[src/rtl/fft2d_pkg.sv]
// Shared definitions for the 2D FFT sequencer: state/stage encoding and address sizing.
package fft2d_pkg;

    localparam logic [2:0] STAGE_IDLE   = 3'd0;
    localparam logic [2:0] STAGE_LOAD   = 3'd1;
    localparam logic [2:0] STAGE_ROW    = 3'd2;
    localparam logic [2:0] STAGE_COL    = 3'd3;
    localparam logic [2:0] STAGE_UNLOAD = 3'd4;

    typedef enum logic [2:0] {
        ST_IDLE   = STAGE_IDLE,
        ST_LOAD   = STAGE_LOAD,
        ST_ROW    = STAGE_ROW,
        ST_COL    = STAGE_COL,
        ST_UNLOAD = STAGE_UNLOAD
    } state_e;

    // One index bit per frame word plus the region bit on top.
    function automatic int unsigned addr_width(input int unsigned npoint, input int unsigned lanes);
        return $clog2(npoint * npoint / lanes) + 1;
    endfunction

endpackage

[src/rtl/fft2d_addr_perm.sv]
// Combinational address generation: region selection per stage and the column-order permutation T(b).
module fft2d_addr_perm
    import fft2d_pkg::*;
#(
    parameter  int unsigned NPoint    = 16,
    parameter  int unsigned Lanes     = 4,
    localparam int unsigned AddrWidth = addr_width(NPoint, Lanes),
    localparam int unsigned IdxWidth  = AddrWidth - 1
) (
    input  state_e                i_state,
    input  logic                  i_mode1d,
    input  logic [IdxWidth-1:0]   i_rd_beat,
    input  logic [IdxWidth-1:0]   i_wr_beat,
    output logic [AddrWidth-1:0]  o_rd_addr,
    output logic [AddrWidth-1:0]  o_wr_addr
);

    function automatic logic [IdxWidth-1:0] transpose(input logic [IdxWidth-1:0] b);
        int unsigned bi;
        int unsigned t;
        bi = 32'(b);
        t  = (bi % NPoint) * (NPoint / Lanes) + bi / NPoint;
        return IdxWidth'(t);
    endfunction

    always_comb begin
        o_rd_addr = '0;
        o_wr_addr = '0;
        case (i_state)
            ST_LOAD: begin
                o_wr_addr = {1'b0, i_wr_beat};
            end
            ST_ROW: begin
                o_rd_addr = {1'b0, i_rd_beat};
                o_wr_addr = {1'b1, i_wr_beat};
            end
            // Column pass reads region 1 transposed and writes back into region 0.
            ST_COL: begin
                o_rd_addr = {1'b1, transpose(i_rd_beat)};
                o_wr_addr = {1'b0, transpose(i_wr_beat)};
            end
            ST_UNLOAD: begin
                o_rd_addr = {i_mode1d, i_rd_beat};
            end
            default: begin
            end
        endcase
    end

endmodule

[src/rtl/fft2d_seq.sv]
// 2D FFT frame sequencer: LOAD -> ROW -> COL -> UNLOAD over a two-region SRAM.
// Optional FFT2D_MODE1D_EN adds mode_1d_i to skip the column pass.
module fft2d_seq
    import fft2d_pkg::*;
#(
    parameter  int unsigned NPoint    = 16,
    parameter  int unsigned Lanes     = 4,
    localparam int unsigned W         = NPoint * NPoint / Lanes,
    localparam int unsigned AddrWidth = addr_width(NPoint, Lanes)
) (
    input  logic                 clk_i,
    input  logic                 rst_i,
    input  logic                 start_i,
    input  logic                 abort_i,
`ifdef FFT2D_MODE1D_EN
    input  logic                 mode_1d_i,
`endif
    input  logic                 in_valid_i,
    output logic                 in_ready_o,
    output logic                 mdc_start_o,
    input  logic                 mdc_rdy_i,
    output logic [Lanes-1:0]     wen_o,
    output logic [AddrWidth-1:0] wr_addr_o,
    output logic                 ren_o,
    output logic [AddrWidth-1:0] rd_addr_o,
    output logic                 out_valid_o,
    input  logic                 out_ready_i,
    output logic                 busy_o,
    output logic [2:0]           stage_o,
    output logic                 frame_done_o
);

    localparam int unsigned          IdxWidth = AddrWidth - 1;
    localparam logic [AddrWidth-1:0] LastBeat = AddrWidth'(W - 1);
    localparam logic [AddrWidth-1:0] WordCnt  = AddrWidth'(W);
    localparam logic [AddrWidth-1:0] One      = AddrWidth'(1);

    state_e               r_state;
    logic [AddrWidth-1:0] r_cnt;
    logic [AddrWidth-1:0] r_wb_cnt;
    logic                 r_wb_active;
    logic                 r_ovalid;
    logic                 r_done;

    logic                 w_mode1d;
    logic                 w_pass;
    logic                 w_in_fire;
    logic                 w_wb_start;
    logic                 w_wb_fire;
    logic                 w_wb_last;
    logic                 w_out_fire;
    logic                 w_out_last;
    state_e               w_pass_next;
    logic [AddrWidth-1:0] w_wb_beat;
    logic [IdxWidth-1:0]  w_rd_beat;
    logic [IdxWidth-1:0]  w_wr_beat;
    logic [AddrWidth-1:0] w_rd_addr;
    logic [AddrWidth-1:0] w_wr_addr;

`ifdef FFT2D_MODE1D_EN
    logic r_mode1d;
    always_ff @(posedge clk_i) begin
        if (rst_i || abort_i) begin
            r_mode1d <= 1'b0;
        end else if (r_state == ST_IDLE && start_i) begin
            r_mode1d <= mode_1d_i;
        end
    end
    assign w_mode1d = r_mode1d;
`else
    assign w_mode1d = 1'b0;
`endif

    assign w_pass      = (r_state == ST_ROW) || (r_state == ST_COL);
    assign w_in_fire   = (r_state == ST_LOAD) && in_valid_i;
    // Engine output is written from the very cycle mdc_rdy_i is seen; later pulses are ignored.
    assign w_wb_start  = w_pass && !r_wb_active && mdc_rdy_i;
    assign w_wb_fire   = r_wb_active || w_wb_start;
    assign w_wb_beat   = r_wb_active ? r_wb_cnt : '0;
    assign w_wb_last   = w_wb_fire && (w_wb_beat == LastBeat);
    assign w_out_fire  = (r_state == ST_UNLOAD) && r_ovalid && out_ready_i;
    assign w_out_last  = w_out_fire && (r_cnt == LastBeat);
    assign w_pass_next = (r_state == ST_COL || w_mode1d) ? ST_UNLOAD : ST_COL;

    // Unload reads one beat ahead of the presented beat only once that beat is accepted.
    assign w_rd_beat = (r_state == ST_UNLOAD) ? IdxWidth'(r_cnt + AddrWidth'(w_out_fire))
                                              : IdxWidth'(r_cnt);
    assign w_wr_beat = (r_state == ST_LOAD) ? IdxWidth'(r_cnt) : IdxWidth'(w_wb_beat);

    fft2d_addr_perm #(
        .NPoint (NPoint),
        .Lanes  (Lanes)
    ) u_addr_perm (
        .i_state   (r_state),
        .i_mode1d  (w_mode1d),
        .i_rd_beat (w_rd_beat),
        .i_wr_beat (w_wr_beat),
        .o_rd_addr (w_rd_addr),
        .o_wr_addr (w_wr_addr)
    );

    always_ff @(posedge clk_i) begin
        if (rst_i || abort_i) begin
            r_state     <= ST_IDLE;
            r_cnt       <= '0;
            r_wb_cnt    <= '0;
            r_wb_active <= 1'b0;
            r_ovalid    <= 1'b0;
            r_done      <= 1'b0;
        end else begin
            r_done <= 1'b0;
            case (r_state)
                ST_IDLE: begin
                    if (start_i) begin
                        r_state <= ST_LOAD;
                        r_cnt   <= '0;
                    end
                end
                ST_LOAD: begin
                    if (w_in_fire) begin
                        if (r_cnt == LastBeat) begin
                            r_state <= ST_ROW;
                            r_cnt   <= '0;
                        end else begin
                            r_cnt <= r_cnt + One;
                        end
                    end
                end
                ST_ROW, ST_COL: begin
                    if (r_cnt != WordCnt) begin
                        r_cnt <= r_cnt + One;
                    end
                    if (w_wb_last) begin
                        r_state     <= w_pass_next;
                        r_cnt       <= '0;
                        r_wb_cnt    <= '0;
                        r_wb_active <= 1'b0;
                    end else if (w_wb_fire) begin
                        r_wb_active <= 1'b1;
                        r_wb_cnt    <= w_wb_beat + One;
                    end
                end
                ST_UNLOAD: begin
                    if (!r_ovalid) begin
                        r_ovalid <= 1'b1;
                    end else if (w_out_last) begin
                        r_state  <= ST_IDLE;
                        r_cnt    <= '0;
                        r_ovalid <= 1'b0;
                        r_done   <= 1'b1;
                    end else if (w_out_fire) begin
                        r_cnt <= r_cnt + One;
                    end
                end
                default: r_state <= ST_IDLE;
            endcase
        end
    end

    assign ren_o        = (w_pass && (r_cnt != WordCnt)) || ((r_state == ST_UNLOAD) && !w_out_last);
    assign rd_addr_o    = ren_o ? w_rd_addr : '0;
    assign wen_o        = (w_in_fire || w_wb_fire) ? '1 : '0;
    assign wr_addr_o    = (w_in_fire || w_wb_fire) ? w_wr_addr : '0;
    assign mdc_start_o  = w_pass && (r_cnt == '0);
    assign in_ready_o   = (r_state == ST_LOAD);
    assign out_valid_o  = r_ovalid;
    assign busy_o       = (r_state != ST_IDLE);
    assign stage_o      = r_state;
    assign frame_done_o = r_done;

endmodule

[config.mk]
export PLATFORM = sky130hd
export DESIGN_NAME = fft2d_seq
export DESIGN_NICKNAME = d
export VERILOG_FILES = /design/src/rtl/fft2d_pkg.sv /design/src/rtl/fft2d_addr_perm.sv /design/src/rtl/fft2d_seq.sv
export SDC_FILE = /design/constraint.sdc
export NUM_CORES = 1
export LEC_CHECK = 0
export ABC_AREA = 1
export CAP_MARGIN = 25
export CORE_ASPECT_RATIO = 0.9
export CORE_MARGIN = 1.5
export CORE_UTILIZATION = 51
export DETAILED_ROUTE_END_ITERATION = 12
export PLACE_DENSITY = 0.78
export SYNTH_ARGS = -nofsm -noshare
export SYNTH_HDL_FRONTEND = slang
export SYNTH_SLANG_ARGS = --single-unit
[constraint.sdc]
create_clock -name clk_i -period 2.1 [get_ports clk_i]
set_input_delay 0.21 -clock clk_i [delete_from_list [all_inputs] [get_ports clk_i]]
set_output_delay 0.21 -clock clk_i [all_outputs]
set_load 0.005 [all_outputs]
# Word-level counts from Yosys, hierarchy flattened
# Index checks and enable logic that the tools add are counted.
# word_totals
output_inout_bits	27
ff_bits	20
elab_cells	88
in_bits	7
# op_classes
n_mux	32
eq_ne	15
n_addsub	5
reduce_logical	28
bitwise_logic	2
# op_table
op	n
two-way mux 7 bit	13
case mux 7 bit (4 select lines)	1
two-way mux 3 bit	7
case mux 7 bit (3 select lines)	1
adder 7 x 1 -> 7 bit, second input constant	2
equality test 7 x 6 -> 1 bit, second input constant	2
case mux 7 bit (2 select lines)	1
adder 6 x 2 -> 6 bit	2
two-way mux 6 bit	2
case mux 3 bit (4 select lines)	1
AND reduction 6 bit	2
logical AND 1 bit	10
!= test 2 bit, second input constant	4
zero test 7 bit	1
!= test 7 bit, second input constant	1
adder 6 x 1 -> 6 bit	1
equality test 3 x 2 -> 1 bit, second input constant	2
!= test 3 bit, second input constant	2
logical OR 1 bit	5
two-way mux 1 bit	5
two-way mux 4 bit	1
!= test 2 x 1 -> 1 bit, second input constant	2
nonzero test 4 bit	1
OR reduction 2 bit	2
9 further kinds	11

# Longest topological paths before layout
# Gate-level depths: netlist (run 1).
# depth
depth_word	8
mapped_depth	13
depth_no_buf	12

# Cells and area by module
# A second synthesis (run 1) with hierarchy kept.
# unflattened
hier_cells	346
hier_area_um2	2052.0
# by_module_without_submodules
mod	cells_each	n_inst	area_per_inst_um2
fft2d_seq	283	1	1719.1
fft2d_addr_perm	63	1	332.8

# Worst setup path after synthesis (run 1)
# OpenSTA, ideal clock, no wires.
# synth_path
kind	reg-to-output
start	register r_state[1], in the netlist stage_o[1]
end	output port rd_addr_o[2]
slack_ps	306
path_buffers	0
arrival_ps	1584
path_stages_with_launch	12
required_ps	1890
path_cell_list	dfxtp_1 nor2_2 nand2_4 nor2_8 ha_1 nand2_1 nor2_1 xor2_1 nand2_1 o21ai_0 nand2_1 inv_1
# synth_via
elab_chain_len	8
word_cells_on_any_way	17
# synth_rtl
item	line	rtl
start: declaration	fft2d_seq.sv:38	state_e r_state;
start signal: assignment	fft2d_seq.sv:134	r_state <= w_pass_next;
equality test 3 bit	-	
logical AND 1 bit (2 in series)	fft2d_seq.sv:81	assign w_out_fire = (r_state == ST_UNLOAD) && r_ovalid && out_ready_i;
adder 6 x 1 -> 6 bit / logical AND 1 bit (equally long branches)	fft2d_seq.sv:86, fft2d_seq.sv:82	
two-way mux 6 bit / zero test 1 bit (equally long branches)	fft2d_seq.sv:86, fft2d_seq.sv:160	
adder 6 x 2 -> 6 bit / logical AND 1 bit (equally long branches)	fft2d_addr_perm.sv:22, fft2d_seq.sv:160	
case mux 7 bit (2 select lines) / logical OR 1 bit (equally long branches)	fft2d_addr_perm.sv:29, fft2d_seq.sv:160	
two-way mux 7 bit (*)	fft2d_seq.sv:161	assign rd_addr_o = ren_o ? w_rd_addr : '0;
end: declaration	fft2d_seq.sv:25	output logic [AddrWidth-1:0] rd_addr_o,
# Every way passes the cells marked *; elsewhere a longest branch is shown, timed or not.

# Final worst setup path (run 1)
# layout_path
start	input port out_ready_i
end	output port rd_addr_o[5]
# layout_via
elab_chain_len	6
word_cells_on_any_way	10
# layout_rtl
item	line	rtl
start: declaration	fft2d_seq.sv:27	input logic out_ready_i,
logical AND 1 bit (*)	fft2d_seq.sv:81	
adder 6 x 1 -> 6 bit / logical AND 1 bit (equally long branches)	fft2d_seq.sv:86, fft2d_seq.sv:82	
two-way mux 6 bit / zero test 1 bit (equally long branches)	fft2d_seq.sv:86, fft2d_seq.sv:160	
adder 6 x 2 -> 6 bit / logical AND 1 bit (equally long branches)	fft2d_addr_perm.sv:22, fft2d_seq.sv:160	
case mux 7 bit (2 select lines) / logical OR 1 bit (equally long branches)	fft2d_addr_perm.sv:29, fft2d_seq.sv:160	
two-way mux 7 bit (*)	fft2d_seq.sv:161	
# Marks and branches as above.

==> results of run 1 <==
==> flip-flops by register name, indices dropped and copies added (netlist names) <==
signal and count:
r_cnt 7, frame_done_o 1, r_wb_active 1, stage_o 3, r_wb_cnt 7, out_valid_o 1
==> per-layer routing <==
layer,share of wire,global-route usage
met1,0.43,0.345
met2,0.48,0.471
met3,0.067,0.0621
met4,0.016,0.0554
met5,0,0
==> cell usage after synthesis (6+ instances only) <==
cell	n	share of area
dfxtp_1	20	0.22
a21oi_1	16	0.043
nand4_1	7	0.024
nor2_2	6	0.020
nand2_2	7	0.024
nand3_1	19	0.051
o21ai_0	10	0.027
nand2_1	76	0.15
xor2_1	6	0.028
nor2_1	25	0.051
inv_1	36	0.073
buf_4	6	0.024
==> worst reg2reg max path, cell delays in order (launching register included) <==
cell and delay [ns]:
dfxtp_2 0.44, nand2_1 0.14, inv_1 0.08, ha_1 0.18, nand3_2 0.13, nor2_4 0.15
nand2_2 0.13, nand3_4 0.13, nand2_4 0.11, o21ai_2 0.22, nor2_1 0.07
==> per-stage QoR <==
| step | util | setup slack (ns) | hold WS [ns] | std cells |
|---|---|---|---|---|
| 6_report | 0.769 | -0.00811 | 0.474 | 401 |
| 5_1_grt | 0.769 | -0.0980 | 0.492 | 401 |
| 4_1_cts | 0.743 | -0.0621 | 0.476 | 394 |
| 3_5_place_dp | 0.696 | -0.446 | 0.463 | 385 |
| 3_3_place_gp | 0.696 | -0.315 | 0.457 | 385 |
| 2_1_floorplan | - | 0.306 | 0.422 | 289 |
==> cells by family (layout without fill, tap and decap cells) <==
logic type	Yosys count	after routing
adders and majority gates	5	5
buffers and inverters	53	120
DFF	20	20
and+or+nand+nor	165	166
xor gates and xnor gates	6	6
AOI/OAI and AO/OA	40	40
==> what timing repair did <==
action | in CTS | in global routing
endpoints found under the setup margin | 19 | 26
cloned | 1 | 0
pin swaps | 12 | 16
setup buffers | 4 | 7
gates resized for setup | 49 | 42
==> where the power goes <==
part	total, uW	switching [uW]	internal (uW)
Combinational	667	380	287
Clock	390	135	255
Sequential	415	18.7	396
Total	1470	534	937
==> layout make-up <==
class,count,share of cell area
clock buffer,3,0.0157
clock inverter,1,0.0114
inverter,43,0.0670
multi-input combinational,217,0.509
sequential,20,0.154
tap,44,0.0209
timing repair buffer,73,0.221
==> final timing paths <==
kind,endpoint,slack (ns),from,depth (start not counted)
worst max-delay path,rd_addr_o[5],-0.008,out_ready_i,12
worst min-delay path,r_wb_cnt[1]$_SDFFE_PP0P_,0.47,r_wb_cnt[1]$_SDFFE_PP0P_,2
worst max register to register,r_cnt[5]$_SDFFE_PP0P_,0.24,r_wb_active$_SDFFE_PP0P_,10
worst min register to register,r_wb_cnt[1]$_SDFFE_PP0P_,0.47,r_wb_cnt[1]$_SDFFE_PP0P_,2
==> metrics.txt, run 1 <==
status finished with violations; LEAKAGE 0.00129 uW; worst-skew pair later-pin latency 0.26 ns; Slew headroom 0.609; CTS Root Cell clkbuf_8; Synth Area in Simple Gates 0.462; Die Y 60.1 um; initial antenna violation count 0; gp weighted congestion 0.912; critical path, cell by cell clkdlybuf4s50_1, nand2_2, nor2_8, buf_6, buf_4, buf_4, nand2_4, nand2_8, o21ai_4, nand2_1, o21ai_1, buf_2; CTS tree built; most frequent cells in the layout nand2_1 (73), buf_4 (37), inv_1 (34); Worst path slowest cell clkdlybuf4s50_1; DR WL/cell 13.9 um; CTS Sinks 20; vias in the first global route just under 2k; DP Area roughly 2400 um2; Fin Setup TNS -0.00811 ns; Crit path required time 1.89 ns; I/O Pins 34; # DRC 0; Mapped Area ~1800 um2; Nets 370; share of layout cells above drive strength 1 0.331; Ys Warns 0; max-slew violation count 0; Mapped Nets 301; Die X 66.5 um; Vias/cell 5.32; Routed Antenna Nets 0; Setup violations, final 1; Synth Area in XOR/XNOR 0.0284; drt first pass iters 4; most common cell after layout, fill and taps aside nand2_1; H-Tree Depth 1; finished layout cell area ~2600 um2; most used cell, CP buf_4; filler cell count 267; Iter 0 DRT Violations 136; final period utilization 1.00; Port Buf Inserts 33; multi-input logic area 1340 um2; Avg Inst Size Synth between 6 and 7 um2; mux contribution to synthesized area 0; core area 3430 um2; EDFF count, synth 0; Hold Crit Class register to register; All-Layer GR Usage 0.271; crit end category output pin; Tot Pwr 1470 uW; Max-cap violations 0; Synth Area in Compound Gates 0.133; pin count of the biggest net entering global routing 13; Syn Inst Count about 290; Starting Density 0.539; Hold Vio Cnt, Final 0; CP bufs+invs 5; Yosys cell types 40; clock-pin slew on the worst setup and hold paths about 0.08 ns; via count 2133; sequential cell area fraction in the yosys report 0.217; Yosys reg bits 20; Die Area 3990 um2; setup ws final -0.00811 ns; # rows 20; crit-path max cell delay 0.42 ns; Synth Flop Type dfxtp_1; DP Wirelength roughly 3900 um; minimum clock period around 2.1 ns; Worst Skew 0.00569 ns; CP max FO 5; unrepaired setup endpoints after global routing true; post-synthesis adder-cell area fraction 0.0339; peak supply drop 0.000401 V; power per cell area 559 nW/um2; measured slew at the worst slew-check pin 0.585 ns; fmax 474 MHz; sequential cell area 407 um2; global-route wire length before repair 8410 um; largest family of logic cells by synthesized area simple AND/OR/NAND/NOR gates; Syn-to-layout area delta 42.6%; Crit Path Class primary input to output pin; # diodes 0; Hold-fix buffers, CTS 0; Async SR Flop Fraction 0; CTS buffer count 3; final WL approximately 5600 um; Worst EP arrival 1.90 ns; crit path launch type primary input; clock buffer depth 2; critical path's top delay family buffers and inverters; failing checks negative setup slack; Remaining Overflow, GRT 0
Note: power is estimated with default switching activity, not from simulation.
==> run 2, diff against run 1 <==
--- a/config.mk
+++ b/config.mk
@@ -10,6 +10,7 @@
 export CORE_ASPECT_RATIO = 0.9
 export CORE_MARGIN = 1.5
 export CORE_UTILIZATION = 51
+export CTS_CLUSTER_DIAMETER = 200
 export DETAILED_ROUTE_END_ITERATION = 12
 export PLACE_DENSITY = 0.78
 export SYNTH_ARGS = -nofsm -noshare
==> results of run 2 <==
Final layout, timing and power as in run 1 (identical DEF).
==> run 3, diff against run 2 <==
--- a/config.mk
+++ b/config.mk
@@ -9,10 +9,9 @@
 export CAP_MARGIN = 25
 export CORE_ASPECT_RATIO = 0.9
 export CORE_MARGIN = 1.5
-export CORE_UTILIZATION = 51
+export CORE_UTILIZATION = 30
 export CTS_CLUSTER_DIAMETER = 200
 export DETAILED_ROUTE_END_ITERATION = 12
-export PLACE_DENSITY = 0.78
 export SYNTH_ARGS = -nofsm -noshare
 export SYNTH_HDL_FRONTEND = slang
 export SYNTH_SLANG_ARGS = --single-unit
==> metrics.txt, run 3 (synthesis gave the netlist of run 1 again) <==
final period utilization 0.982; Die Area 6640 um2; # rows 26; Critical Path End ren_o; clock-pin slew on the worst setup and hold paths ~0.08 ns; CP max FO 8; Crit path depth 8; CTS Sinks 20; pin count of the biggest net entering global routing 13; Max-cap violations 0; All-Layer GR Usage 0.169; Nets 384; final WL between 5000 and 6000 um; I/O Pins 34; gp weighted congestion 0.849; max-slew violation count 0; Starting Density 0.317; Hold Crit Class register to register; Crit path required time 1.89 ns; fmax 485 MHz; Setup violations, final 0; status complete, no violations; critical path's top delay family buffers and inverters; Worst path slowest cell clkdlybuf4s50_1; worst reg2reg startpoint r_wb_active$_SDFFE_PP0P_; Die Y 77.5 um; Port Buf Inserts 33; peak supply drop 0.000194 V; crit end category output pin; Hold-fix buffers, CTS 0; most frequent cells in the layout nand2_1 (72), buf_4 (51), inv_1 (35); unrepaired setup endpoints after global routing true; Crit. Startpoint stage_o[0]$_SDFFE_PP0P_; power per cell area roughly 530 nW/um2; measured slew at the worst slew-check pin 0.436 ns; Vias/cell just under 5; DP Wirelength slightly above 4000 um; crit-path max cell delay 0.50 ns; R2R Setup Slk around 0.28 ns; Syn-to-layout area delta 51.3%; critical path, cell by cell nor2_4, nand2_4, buf_4, inv_6, nand2_8, o21ai_4, buf_6, clkdlybuf4s50_1; Remaining Overflow, GRT 0; crit path launch type register; clock buffer depth 2; Inst Count DP 421; Core Util, Final 0.480; most common cell after layout, fill and taps aside nand2_1; minimum clock period 2.06 ns; global-route wire length before repair 9010 um; drt first pass iters 4; LEAKAGE 0.00135 uW; # DRC 0; Iter 0 DRT Violations 106; Worst EP arrival 1.85 ns; worst-skew pair later-pin latency 0.27 ns; Worst Skew 0.00350 ns; CTS tree built; Hold Vio Cnt, Final 0; CTS Root Cell clkbuf_8; Routed Antenna Nets 0; # diodes 0; via count 2158; Crit Path Class register to output pin; DR WL/cell 13.0 um; R2R Path End r_cnt[5]$_SDFFE_PP0P_; H-Tree Depth 1; initial antenna violation count 0; vias in the first global route 1895; share of layout cells above drive strength 1 0.372; Non-Filler Instances 441; core area 5820 um2; r2r worst-path depth 10; Die X 85.7 um; CTS buffer count 3; filler cell count 586; CP bufs+invs 4; Slew headroom 0.709
==> run 3: how the worst min path moves through the flow <==
stage | startpoint | cells past startpoint | to
4_1_cts | r_wb_cnt[6]$_SDFFE_PP0P_ | 2 | r_wb_cnt[6]$_SDFFE_PP0P_
6_report | r_wb_cnt[6]$_SDFFE_PP0P_ | 2 | r_wb_cnt[6]$_SDFFE_PP0P_
3_3_place_gp | r_wb_cnt[6]$_SDFFE_PP0P_ | 2 | r_wb_cnt[6]$_SDFFE_PP0P_
5_1_grt | r_wb_cnt[6]$_SDFFE_PP0P_ | 2 | r_wb_cnt[6]$_SDFFE_PP0P_
2_1_floorplan | rst_i | 3 | stage_o[1]$_SDFFE_PP0P_
3_5_place_dp | r_wb_cnt[6]$_SDFFE_PP0P_ | 2 | r_wb_cnt[6]$_SDFFE_PP0P_
==> run 3: cell type report <==
type	count	area [um2]	area share
multi-input combinational	217	1350	0.483
clock buffer	4	55.1	0.0197
inverter	43	176	0.0631
timing repair buffer	87	713	0.255
tap	70	87.6	0.0313
sequential	20	413	0.148
==> run 3: where the power goes <==
part,total (uW),leakage [uW],internal (uW),switching (uW)
sequential,416,0.000166,397,18.9
clock,309,0.0000288,167,142
combinational,754,0.00116,354,400
total,1480,0.00135,919,561
==> run 3: routing by layer <==
metal / share of wire / up-vias / track usage
met1: 0.44 / 979 / 0.231
met3: 0.075 / 6 / 0.0298
met5: 0 / - / 0
li1: - / 1089 / -
met2: 0.48 / 84 / 0.283
met4: 0.0099 / 0 / 0.0258
==> run 3: worst reg2reg max path, stage by stage (launching register included) <==
cell	delay, ns
dfxtp_2	0.42
nand2_1	0.13
inv_1	0.07
ha_1	0.19
nand3_2	0.13
nor2_4	0.12
nand2_2	0.14
nand3_4	0.11
nand2_4	0.09
o21ai_2	0.24
nor2_1	0.08
==> run 3: per-stage QoR <==
step	TNS (ns)	hold slack [ns]	setup slack (ns)	cell area (um2)	power, uW
after floorplan	0	0.422	0.306	1850	784
after global placement	-1.96	0.457	-0.320	2490	1030
after detailed placement	-2.35	0.462	-0.348	2490	1040
after CTS	-0.529	0.474	-0.194	2660	1410
after global routing	-0.349	0.500	-0.0799	2800	1570
final	0	0.473	0.0368	2800	1480
==> run 3: what timing repair did <==
item,in CTS,in global routing
setup endpoints to repair,19,19
pin swaps,9,17
buffers inserted,5,10
gates resized for setup,42,51
cloned,1,0
